`src/rtl/xmas_pkg.sv`:
```
// Shared definitions for the xmas token source: FSM states, default widths
// and the Galois LFSR polynomial used by the XMAS_SRC_LFSR_EN payload build.
package xmas_pkg;

    typedef enum logic [1:0] {
        ST_IDLE = 2'd0,
        ST_SEND = 2'd1,
        ST_GAP  = 2'd2,
        ST_FIN  = 2'd3
    } xmas_state_t;

    localparam int XMAS_DATA_W = 32;
    localparam int XMAS_CNT_W  = 16;

    localparam logic [31:0] XMAS_LFSR_POLY = 32'h8020_0003;

    // Right-shifting Galois step: the bit shifted out decides whether taps are applied.
    function automatic logic [31:0] lfsr_step(input logic [31:0] v);
        lfsr_step = {1'b0, v[31:1]} ^ (v[0] ? XMAS_LFSR_POLY : 32'h0);
    endfunction

endpackage

```
`src/rtl/xmas_payload_gen.sv`:
```
// Payload sequence generator: incrementing counter by default, or a 32-bit
// Galois LFSR when XMAS_SRC_LFSR_EN is defined. value is a registered output.
module xmas_payload_gen
    import xmas_pkg::*;
#(
    parameter int DATA_W = XMAS_DATA_W
) (
    input  logic              clk,
    input  logic              rst,
    input  logic              load,
    input  logic [DATA_W-1:0] seed,
    input  logic              advance,
    output logic [DATA_W-1:0] value
);

`ifdef XMAS_SRC_LFSR_EN
    logic [31:0] lfsr_q;
    logic [31:0] seed32;

    // An all-zero state would lock the LFSR, so a zero seed becomes 1.
    always_comb begin
        seed32 = 32'(seed);
        if (seed32 == 32'h0) begin
            seed32 = 32'h1;
        end
    end

    always_ff @(posedge clk or posedge rst) begin
        if (rst) begin
            lfsr_q <= 32'h0;
        end else if (load) begin
            lfsr_q <= seed32;
        end else if (advance) begin
            lfsr_q <= lfsr_step(lfsr_q);
        end
    end

    assign value = DATA_W'(lfsr_q);
`else
    logic [DATA_W-1:0] count_q;

    always_ff @(posedge clk or posedge rst) begin
        if (rst) begin
            count_q <= '0;
        end else if (load) begin
            count_q <= seed;
        end else if (advance) begin
            count_q <= count_q + DATA_W'(1);
        end
    end

    assign value = count_q;
`endif

endmodule

```
`src/rtl/xmas_source.sv`:
```
// Burst token source on an xMAS irdy/trdy channel; payload mode selected by
// XMAS_SRC_LFSR_EN (undefined: incrementing counter, defined: Galois LFSR).
//
// Handshake: a token moves on a rising clk edge where o_irdy=1 and o_trdy=1.
// Once o_irdy is raised it stays high with o_data frozen until that transfer;
// o_irdy and o_data come straight from flops, never from o_trdy.
module xmas_source
    import xmas_pkg::*;
#(
    parameter int DATA_W = XMAS_DATA_W,
    parameter int CNT_W  = XMAS_CNT_W
) (
    input  logic              clk,
    input  logic              rst,
    input  logic              start,
    input  logic [CNT_W-1:0]  burst_len,
    input  logic [3:0]        gap,
    input  logic [DATA_W-1:0] base,
    output logic [DATA_W-1:0] o_data,
    output logic              o_irdy,
    input  logic              o_trdy,
    output logic              busy,
    output logic              done,
    output logic [CNT_W-1:0]  sent_count
);

    xmas_state_t      state;
    xmas_state_t      state_next;
    logic             irdy_q;
    logic [CNT_W-1:0] len_q;
    logic [CNT_W-1:0] sent_count_q;
    logic [CNT_W-1:0] sent_inc;
    logic [3:0]       gap_q;
    logic [3:0]       gap_cnt;
    logic             accept;
    logic             xfer;
    logic             last_xfer;

    assign accept    = (state == ST_IDLE) && start;
    assign xfer      = (state == ST_SEND) && o_trdy;
    assign sent_inc  = sent_count_q + CNT_W'(1);
    assign last_xfer = xfer && (sent_inc == len_q);

    // State register; irdy is registered from the next state so it is glitch-free.
    always_ff @(posedge clk or posedge rst) begin
        if (rst) begin
            state  <= ST_IDLE;
            irdy_q <= 1'b0;
        end else begin
            state  <= state_next;
            irdy_q <= (state_next == ST_SEND);
        end
    end

    always_comb begin
        state_next = state;
        unique case (state)
            ST_IDLE: begin
                if (start) begin
                    state_next = (burst_len == '0) ? ST_FIN : ST_SEND;
                end
            end
            ST_SEND: begin
                if (last_xfer) begin
                    state_next = ST_FIN;
                end else if (xfer && (gap_q != 4'd0)) begin
                    state_next = ST_GAP;
                end
            end
            ST_GAP: begin
                if (gap_cnt == 4'd0) begin
                    state_next = ST_SEND;
                end
            end
            ST_FIN: begin
                state_next = ST_IDLE;
            end
            default: begin
                state_next = ST_IDLE;
            end
        endcase
    end

    always_comb begin
        o_irdy     = irdy_q;
        busy       = (state != ST_IDLE);
        done       = (state == ST_FIN);
        sent_count = sent_count_q;
    end

    // gap_cnt is loaded with gap-1 so the GAP state lasts exactly gap cycles.
    always_ff @(posedge clk or posedge rst) begin
        if (rst) begin
            len_q        <= '0;
            gap_q        <= 4'd0;
            gap_cnt      <= 4'd0;
            sent_count_q <= '0;
        end else begin
            if (accept) begin
                len_q        <= burst_len;
                gap_q        <= gap;
                sent_count_q <= '0;
            end else if (xfer) begin
                sent_count_q <= sent_inc;
            end

            if (xfer && !last_xfer && (gap_q != 4'd0)) begin
                gap_cnt <= gap_q - 4'd1;
            end else if ((state == ST_GAP) && (gap_cnt != 4'd0)) begin
                gap_cnt <= gap_cnt - 4'd1;
            end
        end
    end

    xmas_payload_gen #(
        .DATA_W (DATA_W)
    ) u_payload_gen (
        .clk     (clk),
        .rst     (rst),
        .load    (accept),
        .seed    (base),
        .advance (xfer),
        .value   (o_data)
    );

endmodule

```
`config.mk`:
```
export PLATFORM = sky130hd
export DESIGN_NAME = xmas_source
export DESIGN_NICKNAME = d
export VERILOG_FILES = /design/src/rtl/xmas_pkg.sv /design/src/rtl/xmas_payload_gen.sv /design/src/rtl/xmas_source.sv
export SDC_FILE = /design/constraint.sdc
export NUM_CORES = 1
export LEC_CHECK = 0
export ABC_AREA = 0
export BUFFER_PORTS_ARGS = -buffer_cell sky130_fd_sc_hd__buf_2
export CAP_MARGIN = 40
export CORE_ASPECT_RATIO = 1.4
export CORE_MARGIN = 2
export CORE_UTILIZATION = 40
export CTS_CLUSTER_DIAMETER = 60
export DETAILED_ROUTE_END_ITERATION = 7
export GPL_TIMING_DRIVEN = 0
export PLACE_DENSITY = 0.63
export SYNTH_ARGS = -nofsm -noshare
export SYNTH_HDL_FRONTEND = slang
export SYNTH_SLANG_ARGS = --single-unit
```
`constraint.sdc`:
```
create_clock -name clk -period 4.5 [get_ports clk]
set_input_delay 0.9 -clock clk [delete_from_list [all_inputs] [get_ports clk]]
set_output_delay 0.9 -clock clk [all_outputs]
set_load 0.01 [all_outputs]
```
==> impl_metrics.tcl, run 1 <==
set metrics [dict create \
    holdBufCountCts 0 \
    rows 44 \
    finalSetupViolations 0 \
    wl_per_cell_um 15.49 \
    drive_gt1_share_pct 24.10 \
    vias 3977 \
    rr_startpoint "sent_count[0]" \
    ys_ff_latch 75 \
    crit_chain "ha_1 -> buf_2 -> nand2_1 -> nor3_1 -> o22ai_1 -> nor4_1 -> nand4_2 -> nand2_4 -> mux2i_1 -> ha_1 -> nand2_1 -> xor2_1 -> mux2i_1" \
    coreArea_um2 10350 \
    syn_nets 550 \
    power_frac_comb_pct 39.7 \
    syn_inst 491 \
    antenna_found_initial 0 \
    critPathRequiredTime_ns 4.76 \
    max_stage_delay_ns 0.50 \
    reg2reg_to "gap_cnt[2]" \
    synth_ff_type "dfrtp_1" \
    clock-sinks 75 \
    clk_pin_slew_worst_paths_ns 0.06 \
    p_per_area_nw_per_um2 603.8 \
    fin_cells 752 \
    cp-start-kind "flip-flop" \
    post-route-period-util_pct 72.25 \
    placedCellCount 737 \
    die_h_um 125.9 \
    io_pins 107 \
    cp_top_family "simple AND/OR/NAND/NOR gates" \
    diodes 0 \
    ir_worst_vdd_mv 0.2979 \
    drc 0 \
    grt_pass1_vias 3921 \
    drtPass1Iterations 5 \
    internal_power_mw 1.899 \
    syn_avg_cell_area_um2 8.646 \
    reg2reg_slack_ns 1.25 \
    initial_core_util_pct 41.02 \
    place_congestion 0.8622 \
    final_hold_viol_count 0 \
    final_common_cell "nand2_1" \
    cp-end-kind "flip-flop" \
    p_sw_share_pct 40.25 \
    rsz0062_at_grt "no" \
    crit_type "reg -> reg" \
    path_max_fanout 8 \
    cts_buffers 9 \
    clock_latency_ns 0.33 \
    ant_nets 0 \
    worstMarginPinSlew_ns 0.6739 \
    hold_class "reg -> reg" \
    cts_setup_buffers 0 \
    fin_tns_setup_ns 0 \
    overflow 0 \
    die_x_um 91.07 \
    rr_worst_depth 13 \
    p_switching_mw 1.279 \
    grt_max_degree 49 \
    status "complete, no violations" \
    grt_pass1_wl_mm 19.06 \
    grt_use_total_pct 20.91 \
    power_mw 3.178 \
    die_area_um2 11470 \
    power_leakage_nw 2.424 \
    ys_types 57 \
    worstHoldStart "len_q[4]" \
    worstHoldPathCells 2 \
    timing.fmax_mhz 307.6 \
    cts_tree "yes" \
    power.clock.fraction_pct 21.4 \
    ys_seq_area_share_pct 44.21 \
    drv_slew 0 \
    synth-edff-count 0 \
    clock_skew_ns 0.007821 \
    dp_hpwl_mm 8.779 \
    clk_path_buf_depth 2 \
    cp_slowest_cell "dfrtp_1" \
    pwr-share-seq_pct 38.9 \
    root_buffer "clkbuf_16" \
    yosys_warnings 0 \
    io_buffers 106 \
    fin_nets 669 \
    async_flop_share_pct 100.0 \
    relSlewSlack_pct 55.08 \
    path_buf_inv 1 \
    final_cell_mix "111 x nand2_1, 108 x buf_2, 75 x dfrtp_1, 52 x nor2_1, 46 x o21ai_0" \
    fin_crit_ns 3.251 \
    critPathArrivalTime_ns 3.51 \
    drtIter0Drc 227 \
    htree_levels 3 \
    synth_area_um2 4245 \
    max_cap_viol_count 0 \
    syn_to_final_growth_pct 23.99 \
    cts_resized 0 \
    routed_wl_mm 11.65 \
    min_to "len_q[4]" \
    viasPerCell 5.289 \
]
[per-stage QoR]
step / setup slack (ns) / hold slack (ns) / cell area [um2] / utilization (%)
2_1_floorplan: 1.690 / 0.4652 / 4245 / -
3_3_place_gp: 0.6700 / 0.4834 / 4949 / 47.81
3_5_place_dp: 1.225 / 0.4875 / 4984 / 48.15
4_1_cts: 1.222 / 0.5021 / 5264 / 50.86
5_1_grt: 0.9778 / 0.5168 / 5264 / 50.86
6_report: 1.249 / 0.4968 / 5264 / 50.86
[worst max path at each step]
| stage | start | end | slack, ns | depth (start not counted) |
|---|---|---|---|---|
| floorplan | rst | gap_cnt[0] | 1.69 | 1 |
| global placement | rst | sent_count[5] | 0.67 | 2 |
| detailed placement | sent_count[0] | gap_cnt[2] | 1.23 | 13 |
| CTS | sent_count[0] | gap_cnt[2] | 1.22 | 13 |
| global route | sent_count[0] | gap_cnt[2] | 0.98 | 13 |
| finish | sent_count[0] | gap_cnt[2] | 1.25 | 13 |
[registers in the layout, indices dropped and copies added, names as in the netlist]
signal / cells
state: 2
u_payload_gen.value: 32
gap_cnt: 4
sent_count: 16
o_irdy: 1
gap_q: 4
len_q: 16
[worst reg2reg max path, cell delays in order, from the launching register on]
cell	delay, ns
dfrtp_1	0.50
ha_1	0.20
buf_2	0.18
nand2_1	0.14
nor3_1	0.40
o22ai_1	0.13
nor4_1	0.41
nand4_2	0.25
nand2_4	0.19
mux2i_1	0.21
ha_1	0.21
nand2_1	0.07
xor2_1	0.15
mux2i_1	0.13
[layout make-up]
type	instances	area, um2
Buffer	25	132.6
Clock buffer	13	270.3
Clock inverter	2	10.01
Fill cell	1044	5086
Inverter	6	25.02
Multi-Input combinational cell	385	2213
Sequential cell	75	1877
Tap cell	138	172.7
Timing Repair Buffer	108	563.0
[logic make-up (layout without fill, tap and decap cells)]
group | count (synthesis) | in the layout | synth area share, %
simple gates | 245 | 245 | 28.12
compound gates | 83 | 83 | 11.79
buf+inv | 31 | 154 | 3.654
fa+ha+maj | 3 | 3 | 0.8843
xor+xnor | 48 | 48 | 9.903
flops | 75 | 75 | 44.21
mux | 6 | 6 | 1.444
[metal layers]
metal | GRT usage, % | part of all wire, % | vias up
li1 | - | - | 1926
met1 | 25.40 | 40 | 1897
met2 | 35.60 | 50 | 135
met3 | 5.323 | 7.1 | 19
met4 | 8.021 | 2.1 | 0
met5 | 0 | 0 | -
[synthesized netlist by cell type, drive strengths merged (4+ instances only)]
master,number,area (um2)
buf,4,31.27
nand3,22,122.6
nor4,14,130.1
dfrtp,75,1877
and2,5,32.53
nand4,12,93.84
nand2,112,427.9
o31ai,4,30.03
clkbuf,21,101.4
a21oi,9,45.04
xor2,17,148.9
o21ai,47,239.0
o41ai,4,35.03
nor3,7,35.03
xnor2,31,271.5
mux2i,5,50.05
and3,5,32.53
nor2,52,195.2
inv,6,22.52
[power by group through the flow]
stage / sequential (mW) / clock (mW) / combinational [mW]
finish: 1.24 / 0.681 / 1.26
CTS: 1.23 / 0.697 / 1.27
global placement: 1.23 / 0 / 1.24
detailed placement: 1.24 / 0 / 1.27
floorplan: 1.26 / 0 / 0.785
global route: 1.28 / 0.725 / 1.41
No activity file was read; power rests on OpenSTA's default activity.
==> run 2: changes to the inputs <==
ABC_AREA = 1   (was 0)
PLACE_DENSITY = 0.64   (was 0.63)
clock period = 2.9 ns   (was 4.5 ns; I/O delays follow)
==> impl_metrics.tcl, run 2 <==
set metrics [dict create \
    syn_inst 655 \
    cp_slowest_cell "dfrtp_2" \
    initial_core_util_pct 41.38 \
    max_stage_delay_ns 0.43 \
    die_area_um2 12690 \
    ys_ff_latch 75 \
    grt_max_degree 55 \
    rr_worst_depth 18 \
    fin_nets 833 \
    root_buffer "clkbuf_16" \
    grt_use_total_pct 24.56 \
    yosys-top-cells-area "dfrtp_1 40%, nand2_1 13%, inv_1 7.6%, nand3_1 5.7%, o21ai_0 5.4%" \
    reg2reg_to "gap_cnt[2]" \
    dp_hpwl_mm 11.41 \
    io_pins 107 \
    wl_per_cell_um 16.32 \
    p_per_area_nw_per_um2 980.8 \
    path_max_fanout 7 \
    final_common_cell "nand2_1" \
    post-route-period-util_pct 92.21 \
    postLayoutCoreUtil_pct 51.09 \
    fin_crit_ns 2.674 \
    routed_wl_mm 15.06 \
    max_cap_viol_count 0 \
    finalSetupViolations 0 \
    ir_worst_vdd_mv 0.4733 \
    critPathArrivalTime_ns 2.88 \
    synth_top_area_share_pct 39.80 \
    cts_tree "yes" \
    rr_startpoint "sent_count[1]" \
    fin_cells 923 \
    synth_top_cells_by_count "165 x nand2_1, 95 x inv_1, 75 x dfrtp_1" \
    grt_pass1_vias 4865 \
    drtIter0Drc 365 \
    ys_types 39 \
    seq_area_um2 1878 \
    antenna_found_initial 0 \
    htree_levels 3 \
    drtPass1Iterations 5 \
    synth_area_um2 4716 \
    overflow 0 \
    rows 46 \
    relSlewSlack_pct 50.89 \
    die_h_um 132.5 \
    place_ws_ns 0.1790 \
    hold_class "in -> async" \
    yosys_warnings 0 \
    worstMarginPinSlew_ns 0.7367 \
    yosys.area.top_type "dfrtp_1" \
    final_cell_mix "165 x nand2_1, 107 x buf_2, 94 x inv_1, 74 x dfrtp_1, 54 x nand3_1" \
    clk_pin_slew_worst_paths_ns 0.06 \
    power_leakage_nw 2.876 \
    drv_slew 0 \
    die_x_um 95.77 \
    crit_type "reg -> reg" \
    grt_pass1_wl_mm 24.12 \
    drc 0 \
    clock_latency_ns 0.34 \
    clk_path_buf_depth 2 \
    io_buffers 106 \
    syn_avg_cell_area_um2 7.200 \
    holdBufCountCts 0 \
    critPathRequiredTime_ns 3.11 \
    diodes 0 \
    status "complete, no violations" \
    ant_nets 0 \
    fill_cells 1141 \
    synth.most_common_cell "nand2_1" \
    drive_gt1_share_pct 19.90 \
    reg2reg_slack_ns 0.23 \
    cp_common_cell "nand2_1" \
    timing.fmax_mhz 374.0 \
    final_hold_viol_count 0 \
    coreArea_um2 11400 \
    async_flop_share_pct 100.0 \
    vias 4961 \
    placedCellCount 906 \
    largest_reg_flops 32 \
    clock_skew_ns 0.009151 \
    crit_chain "ha_2 -> nand2_2 -> nor2_4 -> buf_4 -> nand4_1 -> nand2_1 -> nand2_1 -> nand2_1 -> nand3_1 -> nor2_2 -> nand2_2 -> nand2_4 -> nand2_1 -> nand2_2 -> ha_1 -> nand3_1 -> nand3_1 -> o21ai_0" \
    fin_ws_ns 0.2258 \
    cp-start-kind "flip-flop" \
    cts_buffers 9 \
    syn_nets 714 \
    place_congestion 0.9166 \
    synth_ff_type "dfrtp_1" \
    syn_to_final_growth_pct 23.45 \
    multi_input_area_um2 2404 \
    viasPerCell 5.375 \
    ys_seq_area_share_pct 39.80 \
    synth-edff-count 0 \
    clock-sinks 75 \
    cp-end-kind "flip-flop" \
]
-- run 2: where the power goes --
group / internal (mW) / switching, mW
Clock: 0.864 / 0.459
Sequential: 1.46 / 0.416
Combinational: 0.882 / 1.63
-- run 2: layer usage --
layer	share of wire [%]	up-vias	global-route usage, %
met2	53	187	43.71
met5	0	-	0
met3	5.5	29	4.157
met1	39	2334	28.57
met4	2.8	0	9.841
li1	-	2411	-
-- run 2: what timing repair did --
item	in CTS	in global routing
setup buffers	0	1
setup endpoints to repair	0	2
gates resized for setup	0	3
-- run 2: final cells by class --
cell class | count | share of cell area, %
Tap cell | 144 | 3.095
Buffer | 19 | 1.247
Clock inverter | 6 | 1.934
Clock buffer | 10 | 4.105
Inverter | 98 | 6.361
Timing Repair Buffer | 108 | 9.714
Multi-Input combinational cell | 463 | 41.29
Sequential cell | 75 | 32.26
-- run 2: worst max-delay path by stage --
stage,startpoint,to,slack (ns),cells after the start
after floorplan,rst,gap_cnt[0],0.41,1
after global placement,rst,u_payload_gen.value[24],-0.65,2
after detailed placement,sent_count[1],gap_cnt[2],0.18,17
after CTS,sent_count[1],gap_cnt[2],0.15,17
after global routing,sent_count[1],gap_cnt[2],-0.0002,19
final,sent_count[1],gap_cnt[2],0.23,18
-- run 2: cells by family after synthesis --
group	after synthesis	share of synthesized area [%]
AND/OR/NAND/NOR	334	33.22
AO/OA/AOI/OAI	107	13.32
adder cells (fa/ha/maj)	3	0.7961
buffers and inverters	117	9.339
flip-flops	75	39.80
XOR/XNOR	19	3.529
-- run 2: stage by stage --
step / total power [mW] / instance area [um2] / setup TNS, ns / hold slack (ns)
after CTS: 5.705 / 5808 / 0 / 0.2134
after global routing: 6.125 / 5822 / -0.0002354 / 0.2287
after detailed placement: 4.359 / 5456 / 0 / 0.4928
after global placement: 4.280 / 5426 / -48.35 / 0.4908
final: 5.710 / 5822 / 0 / 0.2042
after floorplan: 3.463 / 4716 / 0 / 0.4621
-- run 2: critical path, delay by kind of cell, from the launching register on --
kind | cells | cell delay (ns)
adders and majority gates | 2 | 0.41
buffers and inverters | 1 | 0.16
AOI/OAI and AO/OA | 1 | 0.08
DFF | 1 | 0.43
and+or+nand+nor | 14 | 1.48
==> run 3: changes to the inputs <==
CORE_UTILIZATION = 45   (was 40)
PLACE_DENSITY = 0.8   (was 0.64)
==> impl_metrics.tcl, run 3 (synthesis results as in run 2) <==
set metrics [dict create \
    hold_class "in -> async" \
    vias 4962 \
    cts_tree "yes" \
    fin_cells 919 \
    rows 44 \
    status "complete, no violations" \
    largest_reg_flops 32 \
    root_buffer "clkbuf_16" \
    path_max_fanout 6 \
    power.clock.fraction_pct 19.7 \
    clock_skew_ns 0.006109 \
    timing.fmax_mhz 385.2 \
    p_switching_mw 2.468 \
    relSlewSlack_pct 51.47 \
    holdBufCountCts 0 \
    pwr-share-seq_pct 34.3 \
    clock_latency_ns 0.34 \
    post-route-period-util_pct 89.52 \
    cp-end-kind "flip-flop" \
    initial_core_util_pct 45.81 \
    overflow 0 \
    crit_type "reg -> reg" \
    drive_gt1_share_pct 19.97 \
    drc 0 \
    critPathArrivalTime_ns 2.82 \
    cp-start-kind "flip-flop" \
    die_area_um2 11330 \
    grt_use_total_pct 25.64 \
    cp_slowest_cell "dfrtp_2" \
    clk_pin_slew_worst_paths_ns 0.06 \
    final_cell_mix "165 x nand2_1, 107 x buf_2, 94 x inv_1, 74 x dfrtp_1, 54 x nand3_1" \
    drtIter0Drc 362 \
    fin_nets 836 \
    diodes 0 \
    power_leakage_nw 2.872 \
    syn_to_final_growth_pct 22.26 \
    final_common_cell "nand2_1" \
    p_sw_share_pct 45.13 \
    max_cap_viol_count 0 \
    final_hold_viol_count 0 \
    cts_buffers 9 \
    viasPerCell 5.399 \
    antenna_found_initial 0 \
    p_per_area_nw_per_um2 948.4 \
    ant_nets 0 \
    grt_pass1_wl_mm 23.07 \
    place_congestion 0.9186 \
    internal_power_mw 3.000 \
    die_h_um 125.1 \
    finalSetupViolations 0 \
    placedCellCount 900 \
    fin_crit_ns 2.596 \
    coreArea_um2 10290 \
    cp_common_cell "nand3_1" \
    power_frac_comb_pct 46.1 \
    ir_worst_vdd_mv 0.4915 \
    htree_levels 3 \
    crit_chain "ha_2 -> xnor2_1 -> nand2_1 -> nor2_1 -> nand3_1 -> nor2_1 -> nand3_1 -> nor2_2 -> nand2_2 -> nand3_1 -> nand2_2 -> ha_1 -> inv_1 -> nand2_1 -> nand3_1 -> o21ai_0" \
    grt_pass1_vias 4921 \
    die_x_um 90.52 \
    rsz0062_at_grt "no" \
    dp_hpwl_mm 10.83 \
    io_buffers 106 \
    clk_path_buf_depth 2 \
    io_pins 107 \
    hold_slack_ns 0.1831 \
    clock-sinks 75 \
    critPathRequiredTime_ns 3.12 \
    grt_max_degree 58 \
    drtPass1Iterations 5 \
    worstMarginPinSlew_ns 0.7280 \
    routed_wl_mm 14.38 \
    wl_per_cell_um 15.64 \
    max_stage_delay_ns 0.45 \
    drv_slew 0 \
]
==> run 3: worst max-delay path, delay by kind of cell, from the launching register on <==
family	cells	cell delay, ns
AND/OR/NAND/NOR	11	1.19
buffers and inverters	1	0.06
XOR/XNOR	1	0.11
adder cells (fa/ha/maj)	2	0.59
flip-flops	1	0.45
AO/OA/AOI/OAI	1	0.08
==> run 3: power by group through the flow <==
stage               logic (mW)  registers, mW  clock network (mW)
floorplan                 1.58           1.89                   0
global placement          2.39           1.87                   0
detailed placement        2.46           1.87                   0
CTS                       2.48           1.87                1.08
global route              2.81           1.92                1.12
finish                    2.52           1.87                1.07
==> run 3: per-layer routing <==
layer / GRT usage [%] / share of wire, % / vias up
li1: - / - / 2414
met1: 29.05 / 39 / 2302
met2: 45.83 / 51 / 207
met3: 3.313 / 5.6 / 39
met4: 14.93 / 4.2 / 0
met5: 0 / 0 / -
==> run 3: what timing repair did <==
action	in CTS	in global routing
gates resized for setup	0	4
setup buffers	0	4
setup endpoints to repair	0	1
==> run 3: layout make-up <==
type	instances	area, um2
fillers	1030	4529
multi-input cells	463	2404
flip-flops and latches	75	1878
repair buffers	111	588.1
inverters	98	370.4
clock buffers	13	270.3
well taps	138	172.7
plain buffers	19	72.57
clock inverters	2	10.01
==> run 3: path summary, 6_finish.rpt <==
kind / endpoint / depth (start not counted) / from / slack (ns)
worst max-delay path: gap_cnt[2] / 16 / sent_count[1] / 0.30
worst min-delay path: u_payload_gen.value[20] / 2 / rst / 0.18
min in group clk: gap_q[1] / 3 / gap[1] / 0.44
max in group asynchronous: len_q[12] / 3 / rst / 2.14
worst max register to register: gap_cnt[2] / 16 / sent_count[1] / 0.30
worst min register to register: len_q[9] / 2 / len_q[9] / 0.51
==> run 3: through the flow <==
step | setup TNS, ns | power, mW | util [%] | area (um2) | setup slack (ns)
global route | 0 | 5.861 | 56.00 | 5766 | 0.02560
CTS | 0 | 5.422 | 55.65 | 5729 | 0.1897
floorplan | 0 | 3.463 | - | 4716 | 0.4100
global placement | -40.66 | 4.260 | 52.64 | 5419 | -0.5469
finish | 0 | 5.468 | 56.00 | 5766 | 0.3040
detailed placement | 0 | 4.334 | 52.93 | 5449 | 0.2190
